`config.mk`:
```
export PLATFORM = sky130hd
export DESIGN_NAME = move_controller
export DESIGN_NICKNAME = d
export VERILOG_FILES = /design/src/rtl/move_controller_pkg.sv /design/src/rtl/move_controller.sv
export SDC_FILE = /design/constraint.sdc
export NUM_CORES = 1
export LEC_CHECK = 0
export CELL_PAD_IN_SITES_DETAIL_PLACEMENT = 1
export CELL_PAD_IN_SITES_GLOBAL_PLACEMENT = 1
export CORE_AREA = 3 3 57 86
export CTS_CLUSTER_DIAMETER = 50
export DETAILED_ROUTE_END_ITERATION = 6
export DIE_AREA = 0 0 60 89
export GPL_ROUTABILITY_DRIVEN = 0
export GPL_TIMING_DRIVEN = 1
export PLACE_DENSITY_LB_ADDON = 0.1
export SLEW_MARGIN = 20
export SYNTH_ARGS = -nofsm -noshare
export SYNTH_HDL_FRONTEND = slang
export SYNTH_SLANG_ARGS = --single-unit
export TNS_END_PERCENT = 50
```
`constraint.sdc`:
```
create_clock -name Clk -period 4.3 [get_ports Clk]
set_input_delay 1.29 -clock Clk [delete_from_list [all_inputs] [get_ports Clk]]
set_output_delay 1.29 -clock Clk [all_outputs]
set_load 0.02 [all_outputs]
```
`src/rtl/move_controller_pkg.sv`:
```
// Shared definitions for the connect-four move controller: cell codes,
// default board geometry and the controller state encoding.
package move_controller_pkg;

  localparam logic [1:0] CELL_EMPTY = 2'b00;
  localparam logic [1:0] CELL_P1    = 2'b01;
  localparam logic [1:0] CELL_P2    = 2'b10;

  localparam int DEF_ROWS = 7;
  localparam int DEF_COLS = 7;

  typedef enum logic [2:0] {
    S_IDLE,
    S_READ,
    S_WAIT,
    S_CHECK,
    S_WRITE,
    S_DONE,
    S_CLEAR
  } state_t;

endpackage

```
`src/rtl/move_controller.sv`:
```
// Drops the current player's piece into the lowest free cell of a column by
// scanning the board RAM bottom-up, and wipes the board on request.
module move_controller
  import move_controller_pkg::*;
#(
  parameter int ROWS = DEF_ROWS,
  parameter int COLS = DEF_COLS
) (
  input  logic       Clk,
  input  logic       reset,
  input  logic       move_valid,
  input  logic [2:0] move_col,
  input  logic       clear,
  input  logic       game_over,
  input  logic [1:0] ram_q,
  output logic [5:0] ram_address,
  output logic [1:0] ram_data,
  output logic       ram_wren,
  output logic       move_ready,
  output logic       done,
  output logic       move_ok,
  output logic [2:0] move_row,
  output logic [1:0] current_player,
  output logic       board_enable,
  output logic       draw
);

  localparam logic [5:0] CELLS     = 6'(ROWS * COLS);
  localparam logic [5:0] LAST_ADDR = 6'(ROWS * COLS - 1);
  localparam logic [5:0] COLS_W    = 6'(COLS);
  localparam logic [3:0] COLS_LIM  = 4'(COLS);
  localparam logic [2:0] TOP_ROW   = 3'(ROWS - 1);

  state_t     state, state_nxt;
  logic [2:0] row, row_nxt;
  logic [2:0] col, col_nxt;
  logic [5:0] move_cnt, cnt_nxt;
  logic       res_ok, res_ok_nxt;
  logic [1:0] player_nxt;
  logic [5:0] addr_nxt;
  logic [1:0] data_nxt;
  logic       wren_nxt;
  logic       done_nxt;
  logic       ok_nxt;
  logic [2:0] mrow_nxt;

  assign move_ready   = (state == S_IDLE);
  assign board_enable = (state == S_IDLE);
  assign draw         = (move_cnt == CELLS);

  always_comb begin
    state_nxt  = state;
    row_nxt    = row;
    col_nxt    = col;
    cnt_nxt    = move_cnt;
    res_ok_nxt = res_ok;
    player_nxt = current_player;
    addr_nxt   = ram_address;
    data_nxt   = ram_data;
    wren_nxt   = 1'b0;
    done_nxt   = 1'b0;
    ok_nxt     = 1'b0;
    mrow_nxt   = 3'd0;
    case (state)
      S_IDLE: begin
        if (clear) begin
          state_nxt = S_CLEAR;
          addr_nxt  = 6'd0;
          data_nxt  = CELL_EMPTY;
          wren_nxt  = 1'b1;
        end else if (move_valid) begin
          row_nxt = 3'd0;
          if (game_over || draw || ({1'b0, move_col} >= COLS_LIM)) begin
            state_nxt  = S_DONE;
            res_ok_nxt = 1'b0;
          end else begin
            state_nxt = S_READ;
            col_nxt   = move_col;
          end
        end
      end
      S_READ: begin
        addr_nxt  = {3'b000, row} * COLS_W + {3'b000, col};
        state_nxt = S_WAIT;
      end
      S_WAIT:  state_nxt = S_CHECK;
      // ram_q now reflects the address issued in READ
      S_CHECK: begin
        if (ram_q == CELL_EMPTY) begin
          state_nxt  = S_WRITE;
          wren_nxt   = 1'b1;
          data_nxt   = current_player;
          res_ok_nxt = 1'b1;
        end else if (row < TOP_ROW) begin
          row_nxt   = row + 3'd1;
          state_nxt = S_READ;
        end else begin
          state_nxt  = S_DONE;
          res_ok_nxt = 1'b0;
        end
      end
      S_WRITE: state_nxt = S_DONE;
      S_DONE: begin
        state_nxt = S_IDLE;
        done_nxt  = 1'b1;
        ok_nxt    = res_ok;
        mrow_nxt  = res_ok ? row : 3'd0;
        if (res_ok) begin
          player_nxt = (current_player == CELL_P1) ? CELL_P2 : CELL_P1;
          if (move_cnt != CELLS) cnt_nxt = move_cnt + 6'd1;
        end
      end
      S_CLEAR: begin
        if (ram_address == LAST_ADDR) begin
          state_nxt  = S_IDLE;
          player_nxt = CELL_P1;
          cnt_nxt    = 6'd0;
          row_nxt    = 3'd0;
        end else begin
          addr_nxt = ram_address + 6'd1;
          data_nxt = CELL_EMPTY;
          wren_nxt = 1'b1;
        end
      end
      default: state_nxt = S_IDLE;
    endcase
  end

  always_ff @(posedge Clk or posedge reset) begin
    if (reset) begin
      state          <= S_IDLE;
      row            <= 3'd0;
      col            <= 3'd0;
      move_cnt       <= 6'd0;
      res_ok         <= 1'b0;
      current_player <= CELL_P1;
      ram_address    <= 6'd0;
      ram_data       <= CELL_EMPTY;
      ram_wren       <= 1'b0;
      done           <= 1'b0;
      move_ok        <= 1'b0;
      move_row       <= 3'd0;
    end else begin
      state          <= state_nxt;
      row            <= row_nxt;
      col            <= col_nxt;
      move_cnt       <= cnt_nxt;
      res_ok         <= res_ok_nxt;
      current_player <= player_nxt;
      ram_address    <= addr_nxt;
      ram_data       <= data_nxt;
      ram_wren       <= wren_nxt;
      done           <= done_nxt;
      move_ok        <= ok_nxt;
      move_row       <= mrow_nxt;
    end
  end

endmodule

```
==> reports/results.ini, run 1 <==
[power]
intPower_mw=0.853
p_sw_mw=0.617
seq_power_share=0.364
p_leak_nw=1.07
p_per_area_nw_per_um2=647
p_sw_frac=0.420
clock_power_share=0.163
ir_drop_uv=387
pwr-share-comb=0.472

[logic_synthesis]
synth_edf_count=0
syn_area_um2=1880
post-synth-top-area-fraction=0.413
synthTopCellsByArea=dfrtp_1 41%, ha_1 9.3%, fa_1 4.3%
synth.distinct_cells=42
post_synth_inst_count=182
yosys_warnings=0
ys_seq_area_frac=0.427
synth_flop_cell=dfrtp_1
ys_ff_latch=32
yosysTopAreaCell=dfrtp_1
avgSynthCellArea_um2=10.3
ys_async_sr_fraction=1.00
syn_nets=210

[clock_network]
post_cts_buffers=0
cts.path.max_buffers=2
numCtsBuffers=5
cts_sinks=32
cts_tree=yes
ctsResizeCount=0
clock_latency_ns=0.29
postCtsHoldBufs=0
clkSlewWorstSetupHoldPaths_ns=0.07
cts_max_level=2
cts_root_buffer=clkbuf_8

[global_routing]
grt_pass1_wl_um=7500
first_global_vias=1571
globalRouteOverflowTotal=0
grt_max_degree=25
gr-usage-all-layers=0.187
antenna_found_initial=0

[worst_setup_path]
critPathMaxFanout=15
criticalPathCategory=flip-flop to primary output
cpMaxStageDelayCell=clkdlybuf4s50_1
start_kind=flip-flop
path_cells=nor3_1 > clkdlybuf4s50_1
rr_worst_depth=7
endpoint=move_ready
arrival_ns=1.92
crit_path_start=state[1]$_DFFE_PP0P_
r2r-start=row[2]$_DFFE_PP0P_
critical_path.max_stage_delay_ns=0.69
end_kind=primary output
crit_buf_inv=1
crit_cells=2
worstPathRequired_ns=3.01
regToRegEndpoint=ram_address[5]$_DFFE_PP0P_
cp_top_family=buffers and inverters
reg2reg_slack_ns=1.42

[timing]
fmax_ghz=0.312
clock_skew_ns=0.0109
timing.final.crit_share=0.746
setup_viol=0
fin_setup_tns_ns=0
relSlewSlack=0.527
timing.final.hold_violations=0
drv_slew=0
tightest_slew_ns=0.705
grt_setup_unrepaired=no
post-route-min-period_ns=3.21

[place]
hpwl_um=3440
placedCellCount=250
port_buffers=28

[final_layout]
final_layout_size_suffix_gt1_frac=0.0755
diodes=0
area_growth_pct=20.9
nets=239
multiInputGateArea_um2=976
nFillCells=486
area.sequential_um2=802
instances_no_fill=258

[flow_run]
cap_violations=0

[route]
drt_pass1_iterations=4
drt_wl_total_um=4410
wire_per_inst_um=17.1
drtAntennaViolNets=0
drc=0
vias=1471
drtIter0Drc=53
viasPerCell=5.70

[die]
initial_core_util=0.446
die_h_um=89
die_area_um2=5340
core_area_um2=4210
placementRows=29
dieWidth_um=60
io-pin-count=29

[hold_path]
hold_path_class=flip-flop to flip-flop

[status]
outcome=complete, no violations

-- per-stage QoR --
stage	utilization	power [mW]	area (µm²)	hold slack [ns]	setup WS, ns
floorplan	-	1.01	1880	0.457	1.59
global placement	0.518	1.20	2180	0.481	1.37
CTS	0.540	1.50	2270	0.501	1.06
finish	0.540	1.47	2270	0.507	1.09
global route	0.540	1.59	2270	0.538	0.960
detailed placement	0.518	1.24	2180	0.493	1.38
-- power by group through the flow --
| stage | clock, mW | combinational, mW | sequential [mW] |
|---|---|---|---|
| after detailed placement | 0 | 0.705 | 0.540 |
| after global routing | 0.260 | 0.774 | 0.557 |
| after global placement | 0 | 0.668 | 0.531 |
| after floorplan | 0 | 0.485 | 0.527 |
| final | 0.240 | 0.694 | 0.535 |
| after CTS | 0.252 | 0.710 | 0.534 |
-- cell usage in the layout, fill, tap and decap left out, types with 5 or more instances in the layout --
master	n
nand2_1	8
clkdlybuf4s50_1	28
dfrtp_1	31
o21ai_0	8
nand3_1	12
clkbuf_8	6
inv_1	15
ha_1	14
nor2_1	13
xor2_1	5
and2_1	5
-- Yosys cell counts (all sizes together) (2+ instances only) --
| cell | n |
|---|---|
| o211ai | 3 |
| inv | 15 |
| nand2 | 8 |
| nand3 | 13 |
| ha | 14 |
| a22oi | 2 |
| nand2b | 3 |
| fa | 4 |
| o21ai | 8 |
| a31oi | 4 |
| xnor2 | 2 |
| nand4 | 3 |
| nor2 | 13 |
| nor3 | 4 |
| xor2 | 5 |
| mux2 | 4 |
| a21o | 3 |
| o31ai | 3 |
| mux2i | 4 |
| dfrtp | 31 |
| and3b | 2 |
| and3 | 2 |
| and2 | 5 |
| a221o | 3 |
| a22o | 2 |
| buf | 6 |
| a21oi | 4 |
-- how the worst min path moves through the flow --
| stage | end | start | cells past startpoint |
|---|---|---|---|
| after global placement | move_cnt[5]$_DFFE_PP0P_ | move_cnt[5]$_DFFE_PP0P_ | 1 |
| after floorplan | move_cnt[5]$_DFFE_PP0P_ | move_cnt[5]$_DFFE_PP0P_ | 1 |
| after CTS | move_cnt[5]$_DFFE_PP0P_ | move_cnt[5]$_DFFE_PP0P_ | 1 |
| after detailed placement | move_cnt[5]$_DFFE_PP0P_ | move_cnt[5]$_DFFE_PP0P_ | 1 |
| after global routing | move_cnt[5]$_DFFE_PP0P_ | move_cnt[5]$_DFFE_PP0P_ | 1 |
| final | move_cnt[5]$_DFFE_PP0P_ | move_cnt[5]$_DFFE_PP0P_ | 1 |
-- layout make-up --
cell class,instances,share of cell area
clock buffers,6,0.0363
clock inverters,2,0.00441
well taps,46,0.0253
repair buffers,29,0.127
multi-input cells,128,0.430
flip-flops and latches,32,0.353
inverters,15,0.0248
-- cells by family (layout without fill, tap and decap cells) --
kind of cell,count (synthesis),in the layout,share of synthesized area
compound gates,37,37,0.141
xor+xnor,7,7,0.0326
fa+ha+maj,18,18,0.136
buf+inv,22,52,0.0539
flops,32,32,0.427
mux,8,8,0.0453
simple gates,58,58,0.164
-- flip-flops by register name, indices dropped and copies added, names as in the netlist --
name and cells:
ram_address 6, move_ok 1, done 1, current_player 2
state 3, col 3, move_cnt 6, ram_wren 1
res_ok 1, row 3, ram_data 2, move_row 3
-- metal layers --
metal / GRT usage / vias to the layer above / part of all wire
met4: 0.0726 / 0 / 0.019
met5: 0 / - / 0
met3: 0.0347 / 8 / 0.036
met2: 0.332 / 32 / 0.55
li1: - / 703 / -
met1: 0.219 / 728 / 0.40
(Power assumes the default switching activity.)
==> run 2: changes to the inputs <==
- CORE_AREA: 3 3 57 86 -> 3 3 62 93
- DIE_AREA: 0 0 60 89 -> 0 0 65 96
- clock period: 4.3 -> 2.85 ns (I/O delays scaled with it)
==> run 2 against run 1 <==
Compared with the run above: clock power grew 100%; flip-flop and latch count is the same; total power is 63% higher; sequential share of layout area is 1.6 points lower; design area up 4.7%; routed wire length grew 4.5%; combinational power up 69%; clock-buffer cell count grew 1; core utilization is 7.2 points lower; first-iteration DRC count stayed put; critical path depth increased by 5; largest power group unchanged.
==> reports/results.ini, run 2 (synthesis results as in run 1) <==
[status]
outcome=complete, no violations  ; unchanged

[route]
drt_pass1_iterations=3  ; was 4
drt_wl_total_um=4610  ; was 4410 µm
vias=1489  ; was 1471
drtAntennaViolNets=0  ; unchanged
drtIter0Drc=53  ; unchanged
viasPerCell=5.22  ; was 5.70
wire_per_inst_um=16.2  ; was 17.1 µm
drc=0  ; unchanged

[worst_setup_path]
worstPathRequired_ns=3.02  ; was 3.01 ns
end_kind=flip-flop  ; was primary output
criticalPathCategory=flip-flop to flip-flop  ; was flip-flop to primary output
reg2reg_slack_ns=0.11  ; was 1.42 ns
arrival_ns=2.91  ; was 1.92 ns
critPathMaxFanout=2  ; was 15
rr_worst_depth=7  ; unchanged
r2r-start=row[0]$_DFFE_PP0P_  ; was row[2]$_DFFE_PP0P_
start_kind=flip-flop  ; unchanged
regToRegEndpoint=ram_address[5]$_DFFE_PP0P_  ; unchanged

[timing]
timing.final.hold_violations=0  ; unchanged
relSlewSlack=0.541  ; was 0.527
setup_viol=0  ; unchanged
fmax_ghz=0.365
grt_setup_unrepaired=no  ; unchanged
clock_skew_ns=0.00515  ; was 0.0109 ns
drv_slew=0  ; unchanged
post-route-min-period_ns=2.74
fin_setup_tns_ns=0  ; unchanged
tightest_slew_ns=0.684  ; was 0.705 ns
timing.final.crit_share=0.961
layout_setup_ws_ns=0.111  ; was 1.09 ns

[die]
die_area_um2=6240  ; was 5340 µm²
io-pin-count=29  ; unchanged
placementRows=32  ; was 29
die_h_um=96  ; was 89 µm
dieWidth_um=65  ; was 60 µm
initial_core_util=0.370  ; was 0.446
core_area_um2=5080  ; was 4210 µm²

[power]
total_power_mw=2.39  ; was 1.47 mW
p_per_area_nw_per_um2=1000  ; was 647 nW/µm²
ir_drop_uv=376  ; was 387 µV
p_leak_nw=1.11  ; was 1.07 nW

[final_layout]
reg_top3=move_cnt: 6 flops, ram_address: 6 flops  ; unchanged
area_growth_pct=26.6  ; was 20.9%
nets=244  ; was 239
final_layout_size_suffix_gt1_frac=0.106  ; was 0.0755
finish.instance_area_um2=2380  ; was 2270 µm²
instances_no_fill=285  ; was 258
final_common_cell=dfrtp_1  ; unchanged
diodes=0  ; unchanged
final_cell_mix=31 x dfrtp_1, 28 x clkdlybuf4s50_1, 15 x inv_1, 14 x ha_1, 13 x nor2_1  ; unchanged

[global_routing]
antenna_found_initial=0  ; unchanged
first_global_vias=1629  ; was 1571
gr-usage-all-layers=0.166  ; was 0.187
grt_pass1_wl_um=7820  ; was 7500 µm
globalRouteOverflowTotal=0  ; unchanged
grt_max_degree=33  ; was 25

[flow_run]
cap_violations=0  ; unchanged

[place]
place_ws_ns=0.0779  ; was 1.38 ns
placedCellCount=277  ; was 250
hpwl_um=3650  ; was 3440 µm
port_buffers=28  ; unchanged
placed_area_um2=2240  ; was 2180 µm²

[hold_path]
hold_path_class=flip-flop to flip-flop  ; unchanged
hold_path_end=move_cnt[5]$_DFFE_PP0P_  ; unchanged
hold_path_depth=1  ; unchanged
min-delay-start=move_cnt[5]$_DFFE_PP0P_  ; unchanged

[clock_network]
post_cts_buffers=0  ; unchanged
ctsResizeCount=0  ; unchanged
clkSlewWorstSetupHoldPaths_ns=0.07  ; about the same
numCtsBuffers=5  ; unchanged
cts.path.max_buffers=2  ; unchanged
clock_latency_ns=0.29  ; about the same
cts_root_buffer=clkbuf_8  ; unchanged
cts_max_level=2  ; unchanged
cts_sinks=32  ; unchanged
cts_tree=yes  ; unchanged
postCtsHoldBufs=0  ; unchanged

-- run 2: power breakdown --
part | switching, mW | internal (mW)
Combinational | 0.632 | 0.537
Clock | 0.171 | 0.308
Sequential | 0.138 | 0.603
Total | 0.942 | 1.45
-- run 2: worst max-delay path: stages, from the launching register on --
cell     delay, ns
dfrtp_1       0.40
fa_1          0.56
fa_1          0.46
fa_1          0.47
a21o_1        0.21
a21oi_2       0.15
xnor2_1       0.07
a221o_1       0.31
-- run 2: layout make-up --
cell class | count | area (µm²)
repair buffers | 34 | 325
fillers | 578 | 2710
clock buffers | 7 | 96.3
multi-input cells | 128 | 985
well taps | 68 | 85.1
clock inverters | 1 | 30.0
inverters | 15 | 56.3
flip-flops and latches | 32 | 802
-- run 2: worst max-delay path by stage --
stage / from / endpoint / slack (ns) / depth (start not counted)
2_1_floorplan: row[0]$_DFFE_PP0P_ / ram_address[5]$_DFFE_PP0P_ / 0.14 / 7
3_3_place_gp: row[0]$_DFFE_PP0P_ / ram_address[5]$_DFFE_PP0P_ / 0.12 / 7
3_5_place_dp: row[0]$_DFFE_PP0P_ / ram_address[5]$_DFFE_PP0P_ / 0.08 / 7
4_1_cts: state[0]$_DFFE_PP0P_ / move_ready / 0.02 / 2
5_1_grt: row[0]$_DFFE_PP0P_ / ram_address[5]$_DFFE_PP0P_ / 0.02 / 7
6_report: row[0]$_DFFE_PP0P_ / ram_address[5]$_DFFE_PP0P_ / 0.11 / 7
-- run 2: through the flow --
stage | util | hold WS [ns]
after detailed placement | 0.441 | 0.513
final | 0.468 | 0.524
after floorplan | - | 0.457
after CTS | 0.466 | 0.520
after global routing | 0.468 | 0.538
after global placement | 0.441 | 0.482
-- run 2: layer usage --
metal / vias up / wire (µm) / GRT usage
met3: 10 / 129 / 0.0350
li1: 714 / - / -
met4: 0 / 103 / 0.0635
met1: 741 / 1790 / 0.174
met2: 24 / 2580 / 0.319
met5: - / 0 / 0
==> run 3: changes to the inputs <==
- CORE_AREA: 3 3 62 93 -> 3 3 61 92
- CTS_BUF_LIST: default -> sky130_fd_sc_hd__clkbuf_4 sky130_fd_sc_hd__clkbuf_8
- DIE_AREA: 0 0 65 96 -> 0 0 64 95
==> run 3 against run 2 <==
Compared with the run above: sequential share of layout area grew 0.63 points; design area shrank 1.8%; register-to-register slack lost 0.04 ns; hold slack lost 0.0094 ns; die area shrank 2.6%; total power shrank 4.6%; sequential power is essentially flat; largest cell class unchanged.
==> reports/results.ini, run 3 (synthesis results as in run 1) <==
[status]
outcome=complete, no violations  ; unchanged

[worst_setup_path]
criticalPathCategory=flip-flop to flip-flop  ; unchanged
crit_buf_inv=0  ; unchanged
critPathMaxFanout=2  ; unchanged
critical_path.max_stage_delay_ns=0.59  ; was 0.56 ns
critPathMostFrequentCell=fa_2  ; was fa_1
path_cells=fa_1 > fa_2 > fa_2 > a21o_1 > a21oi_1 > xnor2_1 > a221o_1  ; was fa_1 > fa_1 > fa_1 > a21o_1 > a21oi_2 > xnor2_1 > a221o_1
end_kind=flip-flop  ; unchanged
reg2reg_slack_ns=0.07  ; was 0.11 ns
arrival_ns=2.94  ; was 2.91 ns
cp_top_family=adder cells  ; unchanged
start_kind=flip-flop  ; unchanged
cpMaxStageDelayCell=fa_1  ; unchanged
worstPathRequired_ns=3.01  ; was 3.02 ns

[route]
top_layer_used=met4  ; unchanged
viasPerCell=5.28  ; was 5.22
drt_pass1_iterations=4  ; was 3
met2_length_um=2480  ; was 2580 µm
drtIter0Drc=84  ; was 53
vias=1494  ; was 1489
drc=0  ; unchanged
wl_met1_um=1880  ; was 1790 µm
wire_per_inst_um=16.2  ; about the same
drt_wl_total_um=4590  ; was 4610 µm
drtAntennaViolNets=0  ; unchanged
route.met3.wl_um=156  ; was 129 µm

[place]
placed_area_um2=2240  ; about the same
place_ws_ns=0.0458  ; was 0.0779 ns
hpwl_um=3550  ; was 3650 µm
port_buffers=28  ; unchanged

[timing]
layout_setup_ws_ns=0.0689  ; was 0.111 ns
timing.final.crit_share=0.976  ; was 0.961
fin_setup_tns_ns=0  ; unchanged
grt_setup_unrepaired=no  ; unchanged
setup_viol=0  ; unchanged
timing.final.hold_violations=0  ; unchanged
clock_skew_ns=0.00753  ; was 0.00515 ns
fmax_ghz=0.360  ; was 0.365 GHz
post-route-min-period_ns=2.78  ; was 2.74 ns
tightest_slew_ns=0.687  ; was 0.684 ns
relSlewSlack=0.539  ; was 0.541
drv_slew=0  ; unchanged

[die]
initial_core_util=0.388  ; was 0.370
die_area_um2=6080  ; was 6240 µm²
dieWidth_um=64  ; was 65 µm
placementRows=31  ; was 32
die_h_um=95  ; was 96 µm
io-pin-count=29  ; unchanged
core_area_um2=4850  ; was 5080 µm²

[global_routing]
antenna_found_initial=0  ; unchanged
first_global_vias=1678  ; was 1629
gr-usage-all-layers=0.165  ; was 0.166
grt_max_degree=33  ; unchanged
grt_pass1_wl_um=7800  ; was 7820 µm
globalRouteOverflowTotal=0  ; unchanged

[final_layout]
reg_top3=move_cnt: 6 flops, ram_address: 6 flops  ; unchanged
final_layout_size_suffix_gt1_frac=0.106  ; unchanged
finish.instance_area_um2=2340  ; was 2380 µm²
nets=244  ; unchanged
final_common_cell=dfrtp_1  ; unchanged
diodes=0  ; unchanged
final_cell_mix=31 x dfrtp_1, 28 x clkdlybuf4s50_1, 15 x inv_1, 14 x ha_1, 13 x nor2_1  ; unchanged
area_growth_pct=24.3  ; was 26.6%

[power]
total_power_mw=2.28  ; was 2.39 mW
clock_power_share=0.152  ; was 0.201
seq_power_share=0.325  ; was 0.310
pwr-share-comb=0.522  ; was 0.489
intPower_mw=1.34  ; was 1.45 mW
p_per_area_nw_per_um2=976  ; was 1000 nW/µm²
ir_drop_uv=387  ; was 376 µV
p_sw_frac=0.413  ; was 0.394
p_sw_mw=0.942  ; about the same
p_leak_nw=1.09  ; was 1.11 nW

[clock_network]
clock_latency_ns=0.28  ; was 0.29 ns
cts_tree=yes  ; unchanged
cts_root_buffer=clkbuf_8  ; unchanged
numCtsBuffers=5  ; unchanged
postCtsHoldBufs=0  ; unchanged
cts.path.max_buffers=2  ; unchanged
cts_sinks=32  ; unchanged
cts_max_level=2  ; unchanged
clkSlewWorstSetupHoldPaths_ns=0.07  ; about the same
post_cts_buffers=0  ; unchanged

[hold_path]
hold_path_class=flip-flop to flip-flop  ; unchanged

[flow_run]
cap_violations=0  ; unchanged

==> run 3: path summary, 6_finish.rpt <==
path	start	endpoint	depth (start not counted)
worst max register to register	row[0]$_DFFE_PP0P_	ram_address[5]$_DFFE_PP0P_	7
max in group asynchronous	reset	current_player[0]$_DFFE_PP1P_	3
worst min-delay path	move_cnt[5]$_DFFE_PP0P_	move_cnt[5]$_DFFE_PP0P_	1
worst max-delay path	row[0]$_DFFE_PP0P_	ram_address[5]$_DFFE_PP0P_	7
min in group asynchronous	reset	move_cnt[3]$_DFFE_PP0P_	3
worst min register to register	move_cnt[5]$_DFFE_PP0P_	move_cnt[5]$_DFFE_PP0P_	1
==> run 3: worst register-to-register path: stages (launching register included) <==
cell and delay [ns]:
dfrtp_1 0.40, fa_1 0.59, fa_2 0.49, fa_2 0.41, a21o_1 0.19, a21oi_1 0.18, xnor2_1 0.09, a221o_1 0.32
==> run 3: per-layer routing <==
metal  global-route usage  vias to the layer above
met1                0.177                      747
met2                0.317                       31
li1                     -                      708
met4               0.0486                        0
met3               0.0345                        8
met5                    0                        -
==> run 3: metrics by stage <==
step | instances | utilization | hold WS, ns
finish | 283 | 0.482 | 0.515
global placement | 275 | 0.462 | 0.477
global route | 283 | 0.482 | 0.552
detailed placement | 275 | 0.462 | 0.510
floorplan | 182 | - | 0.457
CTS | 283 | 0.481 | 0.526
==> run 3: final cells by class <==
| type | count | area [µm²] |
|---|---|---|
| clock buffer | 7 | 83.8 |
| clock inverter | 1 | 5.00 |
| fill | 539 | 2510 |
| inverter | 15 | 56.3 |
| multi-input combinational | 128 | 981 |
| sequential | 32 | 802 |
| tap | 66 | 82.6 |
| timing repair buffer | 34 | 325 |
==> run 3: timing repair <==
item | 4_1_cts | 5_1_grt
endpoints found under the setup margin | 0 | 1
endpoints found under the hold margin | 0 | 0
gates resized for setup | 0 | 2
==> run 3: power groups by stage <==
stage                     registers [mW]  logic, mW  clock network (mW)
after floorplan                    0.795      0.731                   0
after global placement             0.741       1.11                   0
after detailed placement           0.752       1.17                   0
after CTS                          0.744       1.18               0.361
after global routing               0.767       1.32               0.382
final                              0.742       1.19               0.347
